File: src/rtl/modbus_pkg.sv
// -----------------------------------------------------------------------------
// modbus_pkg
// Shared constants and types for the Modbus RTU transmit path and the
// planned receive checker: CRC-16/MODBUS polynomial and seed, frame length,
// frame-builder state encoding and a one-bit CRC step helper.
// -----------------------------------------------------------------------------
package modbus_pkg;

    localparam logic [15:0] CRC_POLY    = 16'hA001;   // reflected 0x8005
    localparam logic [15:0] CRC_INIT    = 16'hFFFF;
    localparam int          FRAME_BYTES = 8;

    typedef enum logic [2:0] {
        IDLE,
        LOAD,
        SHIFT,
        SEND,
        WAIT,
        NEXT,
        GAP
    } state_t;

    // One LSB-first shift of the CRC register.
    function automatic logic [15:0] crc_step(input logic [15:0] c);
        return c[0] ? ((c >> 1) ^ CRC_POLY) : (c >> 1);
    endfunction

endpackage

File: src/rtl/modbus_crc16_serial.sv
// -----------------------------------------------------------------------------
// modbus_crc16_serial
// Bit-serial CRC-16/MODBUS engine. A byte is folded in with load_i, then
// eight shift_en_i cycles complete it. Shared with the Modbus receive checker.
//
// Ports:
//   CLK, RSTn   clock, async active-low reset
//   init_i      reseed the register with CRC_INIT
//   load_i      XOR byte_i into the low byte of the register
//   byte_i      byte to fold in on load_i
//   shift_en_i  perform one shift step
//   crc_o       current CRC register
//   done_o      high during the cycle whose shift is the 8th since load_i
// -----------------------------------------------------------------------------
module modbus_crc16_serial
    import modbus_pkg::*;
(
    input  logic        CLK,
    input  logic        RSTn,
    input  logic        init_i,
    input  logic        load_i,
    input  logic [7:0]  byte_i,
    input  logic        shift_en_i,
    output logic [15:0] crc_o,
    output logic        done_o
);

    logic [15:0] crc_q;
    logic [2:0]  cnt_q;

    always_ff @(posedge CLK or negedge RSTn) begin
        if (!RSTn) begin
            crc_q <= CRC_INIT;
            cnt_q <= 3'd0;
        end else if (init_i) begin
            crc_q <= CRC_INIT;
            cnt_q <= 3'd0;
        end else if (load_i) begin
            crc_q <= crc_q ^ {8'h00, byte_i};
            cnt_q <= 3'd0;
        end else if (shift_en_i) begin
            crc_q <= crc_step(crc_q);
            cnt_q <= cnt_q + 3'd1;   // wraps to 0 after the 8th shift
        end
    end

    assign crc_o  = crc_q;
    assign done_o = shift_en_i && (cnt_q == 3'd7);

endmodule

File: src/rtl/modbus_frame_builder.sv
// -----------------------------------------------------------------------------
// modbus_frame_builder
// Builds one 8-byte Modbus RTU frame (ADDR, FUNC, 4 payload bytes, CRC lo,
// CRC hi) per request and hands it byte by byte to the UART byte transmitter,
// then enforces an inter-frame silence of GAP_CLKS cycles.
//
// Ports:
//   CLK, RSTn        clock, async active-low reset
//   Req_Sig          frame request, sampled only in IDLE
//   Data_In          payload, [31:24] sent first
//   TX_Done_Sig      byte transmitter finished the current byte
//   TX_En_Sig        byte transmitter enable (level)
//   TX_Data          byte to transmit, stable while TX_En_Sig is high
//   Busy_Sig         frame in progress (acceptance through end of gap)
//   Frame_Done_Sig   one-cycle pulse after the last byte completes
//   CRC_Out          CRC of the last completed frame
//
// state | meaning
// IDLE  | waiting for Req_Sig
// LOAD  | select byte idx; fold data bytes into the CRC
// SHIFT | eight CRC shift cycles
// SEND  | present byte, raise TX_En_Sig
// WAIT  | hold byte until TX_Done_Sig
// NEXT  | advance idx or finish the frame
// GAP   | inter-frame silence
// -----------------------------------------------------------------------------
module modbus_frame_builder
    import modbus_pkg::*;
#(
    parameter logic [7:0]  ADDR     = 8'h02,
    parameter logic [7:0]  FUNC     = 8'h02,
    parameter logic [15:0] GAP_CLKS = 16'd1000
) (
    input  logic        CLK,
    input  logic        RSTn,
    input  logic        Req_Sig,
    input  logic [31:0] Data_In,
    input  logic        TX_Done_Sig,
    output logic        TX_En_Sig,
    output logic [7:0]  TX_Data,
    output logic        Busy_Sig,
    output logic        Frame_Done_Sig,
    output logic [15:0] CRC_Out
);

    localparam logic [2:0] LAST_IDX = 3'(FRAME_BYTES - 1);

    state_t      state_q;
    logic [31:0] data_q;
    logic [2:0]  idx_q;
    logic [15:0] gap_q;
    logic        tx_en_q;
    logic [7:0]  tx_data_q;
    logic        busy_q;
    logic        frame_done_q;
    logic [15:0] crc_out_q;

    logic [7:0]  cur_byte;
    logic [15:0] crc;
    logic        crc_init;
    logic        crc_load;
    logic        crc_shift;
    logic        crc_done;

    always_comb begin
        cur_byte = 8'h00;
        case (idx_q)
            3'd0:    cur_byte = ADDR;
            3'd1:    cur_byte = FUNC;
            3'd2:    cur_byte = data_q[31:24];
            3'd3:    cur_byte = data_q[23:16];
            3'd4:    cur_byte = data_q[15:8];
            3'd5:    cur_byte = data_q[7:0];
            3'd6:    cur_byte = crc[7:0];
            default: cur_byte = crc[15:8];
        endcase
    end

    // CRC bytes are not folded into the CRC itself.
    assign crc_init  = (state_q == IDLE) && Req_Sig;
    assign crc_load  = (state_q == LOAD) && (idx_q <= 3'd5);
    assign crc_shift = (state_q == SHIFT);

    modbus_crc16_serial u_crc (
        .CLK        (CLK),
        .RSTn       (RSTn),
        .init_i     (crc_init),
        .load_i     (crc_load),
        .byte_i     (cur_byte),
        .shift_en_i (crc_shift),
        .crc_o      (crc),
        .done_o     (crc_done)
    );

    always_ff @(posedge CLK or negedge RSTn) begin
        if (!RSTn) begin
            state_q      <= IDLE;
            data_q       <= 32'h0;
            idx_q        <= 3'd0;
            gap_q        <= 16'd0;
            tx_en_q      <= 1'b0;
            tx_data_q    <= 8'h00;
            busy_q       <= 1'b0;
            frame_done_q <= 1'b0;
            crc_out_q    <= 16'h0000;
        end else begin
            frame_done_q <= 1'b0;
            case (state_q)
                IDLE: begin
                    if (Req_Sig) begin
                        data_q    <= Data_In;
                        idx_q     <= 3'd0;
                        busy_q    <= 1'b1;
                        crc_out_q <= 16'h0000;
                        state_q   <= LOAD;
                    end
                end
                LOAD: begin
                    state_q <= (idx_q <= 3'd5) ? SHIFT : SEND;
                end
                SHIFT: begin
                    if (crc_done) state_q <= SEND;
                end
                SEND: begin
                    tx_data_q <= cur_byte;
                    tx_en_q   <= 1'b1;
                    state_q   <= WAIT;
                end
                WAIT: begin
                    // Dropping enable here guarantees a low cycle between bytes.
                    if (TX_Done_Sig) begin
                        tx_en_q <= 1'b0;
                        state_q <= NEXT;
                    end
                end
                NEXT: begin
                    if (idx_q == LAST_IDX) begin
                        crc_out_q    <= crc;
                        frame_done_q <= 1'b1;
                        gap_q        <= GAP_CLKS;
                        state_q      <= GAP;
                    end else begin
                        idx_q   <= idx_q + 3'd1;
                        state_q <= LOAD;
                    end
                end
                GAP: begin
                    // GAP_CLKS cycles in GAP; zero still spends one cycle here.
                    if (gap_q <= 16'd1) begin
                        busy_q  <= 1'b0;
                        state_q <= IDLE;
                    end else begin
                        gap_q <= gap_q - 16'd1;
                    end
                end
                default: state_q <= IDLE;
            endcase
        end
    end

    assign TX_En_Sig      = tx_en_q;
    assign TX_Data        = tx_data_q;
    assign Busy_Sig       = busy_q;
    assign Frame_Done_Sig = frame_done_q;
    assign CRC_Out        = crc_out_q;

endmodule

File: config.mk
export PLATFORM = sky130hd
export DESIGN_NAME = modbus_frame_builder
export DESIGN_NICKNAME = d
export VERILOG_FILES = /design/src/rtl/modbus_pkg.sv /design/src/rtl/modbus_crc16_serial.sv /design/src/rtl/modbus_frame_builder.sv
export SDC_FILE = /design/constraint.sdc
export NUM_CORES = 1
export LEC_CHECK = 0
export CAP_MARGIN = 25
export CORE_MARGIN = 8
export CORE_UTILIZATION = 55
export DETAILED_ROUTE_END_ITERATION = 8
export PLACE_DENSITY = 0.8
export SYNTH_ARGS = -nofsm -noshare
export SYNTH_HDL_FRONTEND = slang
export SYNTH_SLANG_ARGS = --single-unit
File: constraint.sdc
create_clock -name CLK -period 2.75 [get_ports CLK]
set_clock_uncertainty 0.05 [all_clocks]
set_input_delay 0.6875 -clock CLK [delete_from_list [all_inputs] [get_ports CLK]]
set_output_delay 0.6875 -clock CLK [all_outputs]
set_load 0.02 [all_outputs]
==> impl_metrics.csv, run 1 <==
group,metric,value,unit
run_status,status,"complete, no violations",
clock_network,hold_buffers,0,
place,place_inst,669,
floorplan,core,0.00859,mm2
setup_path,path_buf_inv,1,
clock_network,postCtsSetupBuffers,0,
sta,relSlewSlack,53.7,%
logic_synthesis,ys.flop_type,"dfrtp_1",
sta,setup_viol_count_final,0,
power,cell_internal_pwr,0.00357,W
clock_network,clk_pin_slew,0.09,ns
power,swShare,41.8,%
sta,hold_viol_final,0,
sta,max_freq,418,MHz
logic_synthesis,syn-num-nets,564,
clock_network,cts_buffers,9,
logic_synthesis,syn_inst,518,
power,combPwrFrac,41.1,%
sta,fin_crit,2.39,ns
run,maxCapViolCount,0,
drt,drt_wl_total,11200,um
layout,final_core_util,66.9,%
layout,diodes,0,
logic_synthesis,async_flop_share,100,%
floorplan,die_area,0.0120,mm2
layout,drive_gt1_share,9.36,%
logic_synthesis,avgSynthCellArea,9.29,um2
setup_path,worstSetupPathType,"flop to flop",
power,power_density,1070,mW/mm2
logic_synthesis,synth_edf_count,0,
drt,drtAntennaViolNets,0,
drt,vias,3902,
grt,grt.met2_usage,31.6,%
setup_path,critical_path_required,2.99,ns
sta,worst_slew_pin_slew,0.694,ns
setup_path,crit_arrival,2.64,ns
drt,drt_pass1_iterations,4,
layout,finalNonFillerCells,685,
setup_path,startpoint,"gap_q[0]",
hold_path,hp-class,"primary input to asynchronous set/reset pin",
setup_path,r2r_slack,0.36,ns
place,globalplace.congestion,0.919,
layout,finalNetCount,618,
sta,period_share,87.1,%
drt,dr.first_iter.drc_count,242,
setup_path,path_cells,"inv_1 -> ha_1 -> or3b_1 -> nor4_1 -> a21oi_1 -> or4_1 -> a21oi_1",
clock_network,tritoncts,"built",
clock_network,htreeDepth,3,
floorplan,ios,63,
power,p_seq_share,44.4,%
setup_path,r2r-start,"gap_q[0]",
drt,drc,0,
place,port-buffer-count,62,
sta,finalSetupTns,0,ns
grt,grt_pass1_wl,19000,um
floorplan,die_height,110,um
power,leakagePower,2.52,nW
power,vdd_ir_drop_max,0.440,mV
clock_network,clockBufferDepth,2,
setup_path,worst-path-max-fanout,6,
power,p_clk_share,14.4,%
grt,grt-ovfl-total,0,
clock_network,worstSkewPairLatency,0.37,ns
setup_path,cp_top_family,"simple AND/OR/NAND/NOR gates",
layout,syn_to_final_growth,19.4,%
place,dp_hpwl,8140,um
power,power_switching,0.00256,W
drt,wire_per_inst,16.3,um
drt,avgViaCountPerCell,5.70,
floorplan,die_w,110,um
clock_network,cts_resized,0,
grt,grt_busiest_layer,"met2",
clock_network,cts-root-buf,"clkbuf_8",
setup_path,startpoint_type,"flop",
grt,grt_pass1_vias,3953,
grt,antenna_found_initial,0,
grt,grtUsageMet1,26.0,%
logic_synthesis,ys_types,56,
grt,use_met3,3.75,%
logic_synthesis,syn_area,0.00481,mm2
logic_synthesis,ys_ff_latch,100,
sta,rsz0062_at_grt,"no",
setup_path,slowest_delay,0.47,ns
setup_path,cpMostUsedCell,"a21oi_1",
clock_network,clkSinkCount,100,
grt,grt_max_degree,53,
setup_path,crit_slowest_cell,"or3b_1",
logic_synthesis,ys_warn_count,0,
floorplan,rows,34,
logic_synthesis,ys_seq_area_share,52.4,%
sta,drv_slew,0,
grt,grt_usage,19.8,%
setup_path,end_kind,"flop",
floorplan,start_util,56.0,%
## flip-flops by register name, indices dropped and copies added, names as in the netlist, 3 cells and up
register,count
u_crc.crc_o,16
data_q,32
CRC_Out,16
u_crc.cnt_q,3
state_q,3
gap_q,16
idx_q,3
TX_Data,8
## area by class of cell
cell class | count | area (um2)
Fill cell | 682 | 2850
Sequential cell | 100 | 2520
Multi-Input combinational cell | 376 | 2140
Timing Repair Buffer | 72 | 718
Tap cell | 108 | 135
Clock buffer | 9 | 124
Clock inverter | 7 | 61.3
Inverter | 13 | 48.8
## placed cells by master (no fill, tap or decap), types with 2 or more instances in the layout
cell | Yosys | layout
buf_4 | 0 | 9
o21ai_0 | 25 | 25
nand2_1 | 157 | 157
xor2_1 | 10 | 10
nand3_1 | 17 | 17
and3_1 | 2 | 2
nor4_1 | 3 | 3
nor2b_1 | 5 | 5
a22oi_1 | 3 | 3
mux2i_1 | 9 | 9
a31oi_1 | 2 | 2
ha_1 | 10 | 10
or4_1 | 6 | 6
a21oi_1 | 11 | 11
buf_12 | 0 | 2
o211ai_1 | 9 | 9
o21ai_1 | 16 | 16
clkinvlp_4 | 0 | 2
o41ai_1 | 2 | 2
inv_1 | 13 | 13
dfrtp_1 | 84 | 84
clkbuf_8 | 0 | 9
mux2_2 | 2 | 2
o22a_1 | 7 | 7
nand3b_1 | 8 | 8
o22ai_1 | 5 | 5
dfstp_2 | 16 | 16
nor3_1 | 6 | 5
nor2_1 | 18 | 17
clkinv_4 | 0 | 4
clkdlybuf4s50_1 | 0 | 61
or3_1 | 3 | 3
a222oi_1 | 7 | 7
nand2b_1 | 3 | 3
o31ai_1 | 6 | 6
## through the flow
stage	area (um2)	setup slack, ns	hold WS, ns	power (W)
2_1_floorplan	4810	0.320	0.342	0.00431
3_3_place_gp	5560	0.512	0.405	0.00514
3_5_place_dp	5560	0.387	0.415	0.00525
4_1_cts	5750	0.375	0.310	0.00615
5_1_grt	5750	0.125	0.345	0.00658
6_report	5750	0.355	0.291	0.00613
## power groups by stage
| stage | combinational (W) | sequential (W) | clock [W] |
|---|---|---|---|
| 6_report | 0.00252 | 0.00272 | 0.000885 |
| 5_1_grt | 0.00282 | 0.00281 | 0.000956 |
| 4_1_cts | 0.00253 | 0.00271 | 0.000900 |
| 3_5_place_dp | 0.00251 | 0.00274 | 0 |
| 3_3_place_gp | 0.00242 | 0.00271 | 0 |
| 2_1_floorplan | 0.00161 | 0.00271 | 0 |
## synth_stat cells (all sizes together) (6+ instances only)
cell type  count  area (um2)
a21oi         11        55.1
a222oi         7        70.1
buf            7        30.0
clkbuf        22        82.6
dfrtp         84        2100
dfstp         16         420
ha            10         125
inv           13        48.8
mux2i          9        90.1
nand2        157         589
nand3         17        85.1
nand3b         8        60.1
nor2          18        67.6
nor3           6        30.0
o211ai         9        67.6
o21ai         42         221
o22a           7        61.3
o31ai          6        45.0
or4            7        56.3
xor2          10        87.6
## worst reg2reg max path: stages, from the launching register on
cell,delay [ns]
dfrtp_1,0.44
inv_1,0.08
ha_1,0.24
or3b_1,0.48
nor4_1,0.30
a21oi_1,0.13
or4_1,0.43
a21oi_1,0.17
## worst paths after layout
kind | end | cells after the start
worst max-delay path | gap_q[12] | 7
worst max register to register | gap_q[12] | 7
worst min-delay path | gap_q[2] | 1
min in group CLK | data_q[29] | 2
max in group asynchronous | CRC_Out[7] | 2
worst min register to register | data_q[29] | 2
## cells by family after synthesis
| logic type | count (synthesis) | share of synthesized area (%) |
|---|---|---|
| mux | 11 | 2.34 |
| xor+xnor | 11 | 2.00 |
| fa+ha+maj | 10 | 2.60 |
| buf+inv | 42 | 3.35 |
| flops | 100 | 52.4 |
| simple gates | 237 | 21.9 |
| compound gates | 107 | 15.4 |
## routing by layer
metal	up-vias	wire, um
li1	1909	-
met1	1868	5140
met2	103	5200
met3	22	599
met4	0	233
met5	-	0
Note: power is estimated with default switching activity, not from simulation.
==> run 2, diff against run 1 <==
--- a/config.mk
+++ b/config.mk
@@ -8,8 +8,11 @@
 export CAP_MARGIN = 25
 export CORE_MARGIN = 8
 export CORE_UTILIZATION = 55
+export CTS_CLUSTER_SIZE = 8
 export DETAILED_ROUTE_END_ITERATION = 8
+export GPL_ROUTABILITY_DRIVEN = 0
 export PLACE_DENSITY = 0.8
+export SLEW_MARGIN = 20
 export SYNTH_ARGS = -nofsm -noshare
 export SYNTH_HDL_FRONTEND = slang
 export SYNTH_SLANG_ARGS = --single-unit
==> results of run 2 <==
Final layout, timing and power as in run 1 (identical DEF).
==> run 3, diff against run 2 <==
--- a/config.mk
+++ b/config.mk
@@ -10,8 +10,8 @@
 export CORE_UTILIZATION = 55
 export CTS_CLUSTER_SIZE = 8
 export DETAILED_ROUTE_END_ITERATION = 8
-export GPL_ROUTABILITY_DRIVEN = 0
 export PLACE_DENSITY = 0.8
+export SKIP_LAST_GASP = 1
 export SLEW_MARGIN = 20
 export SYNTH_ARGS = -nofsm -noshare
 export SYNTH_HDL_FRONTEND = slang
==> results of run 3 <==
Final layout, timing and power as in run 1 (identical DEF).
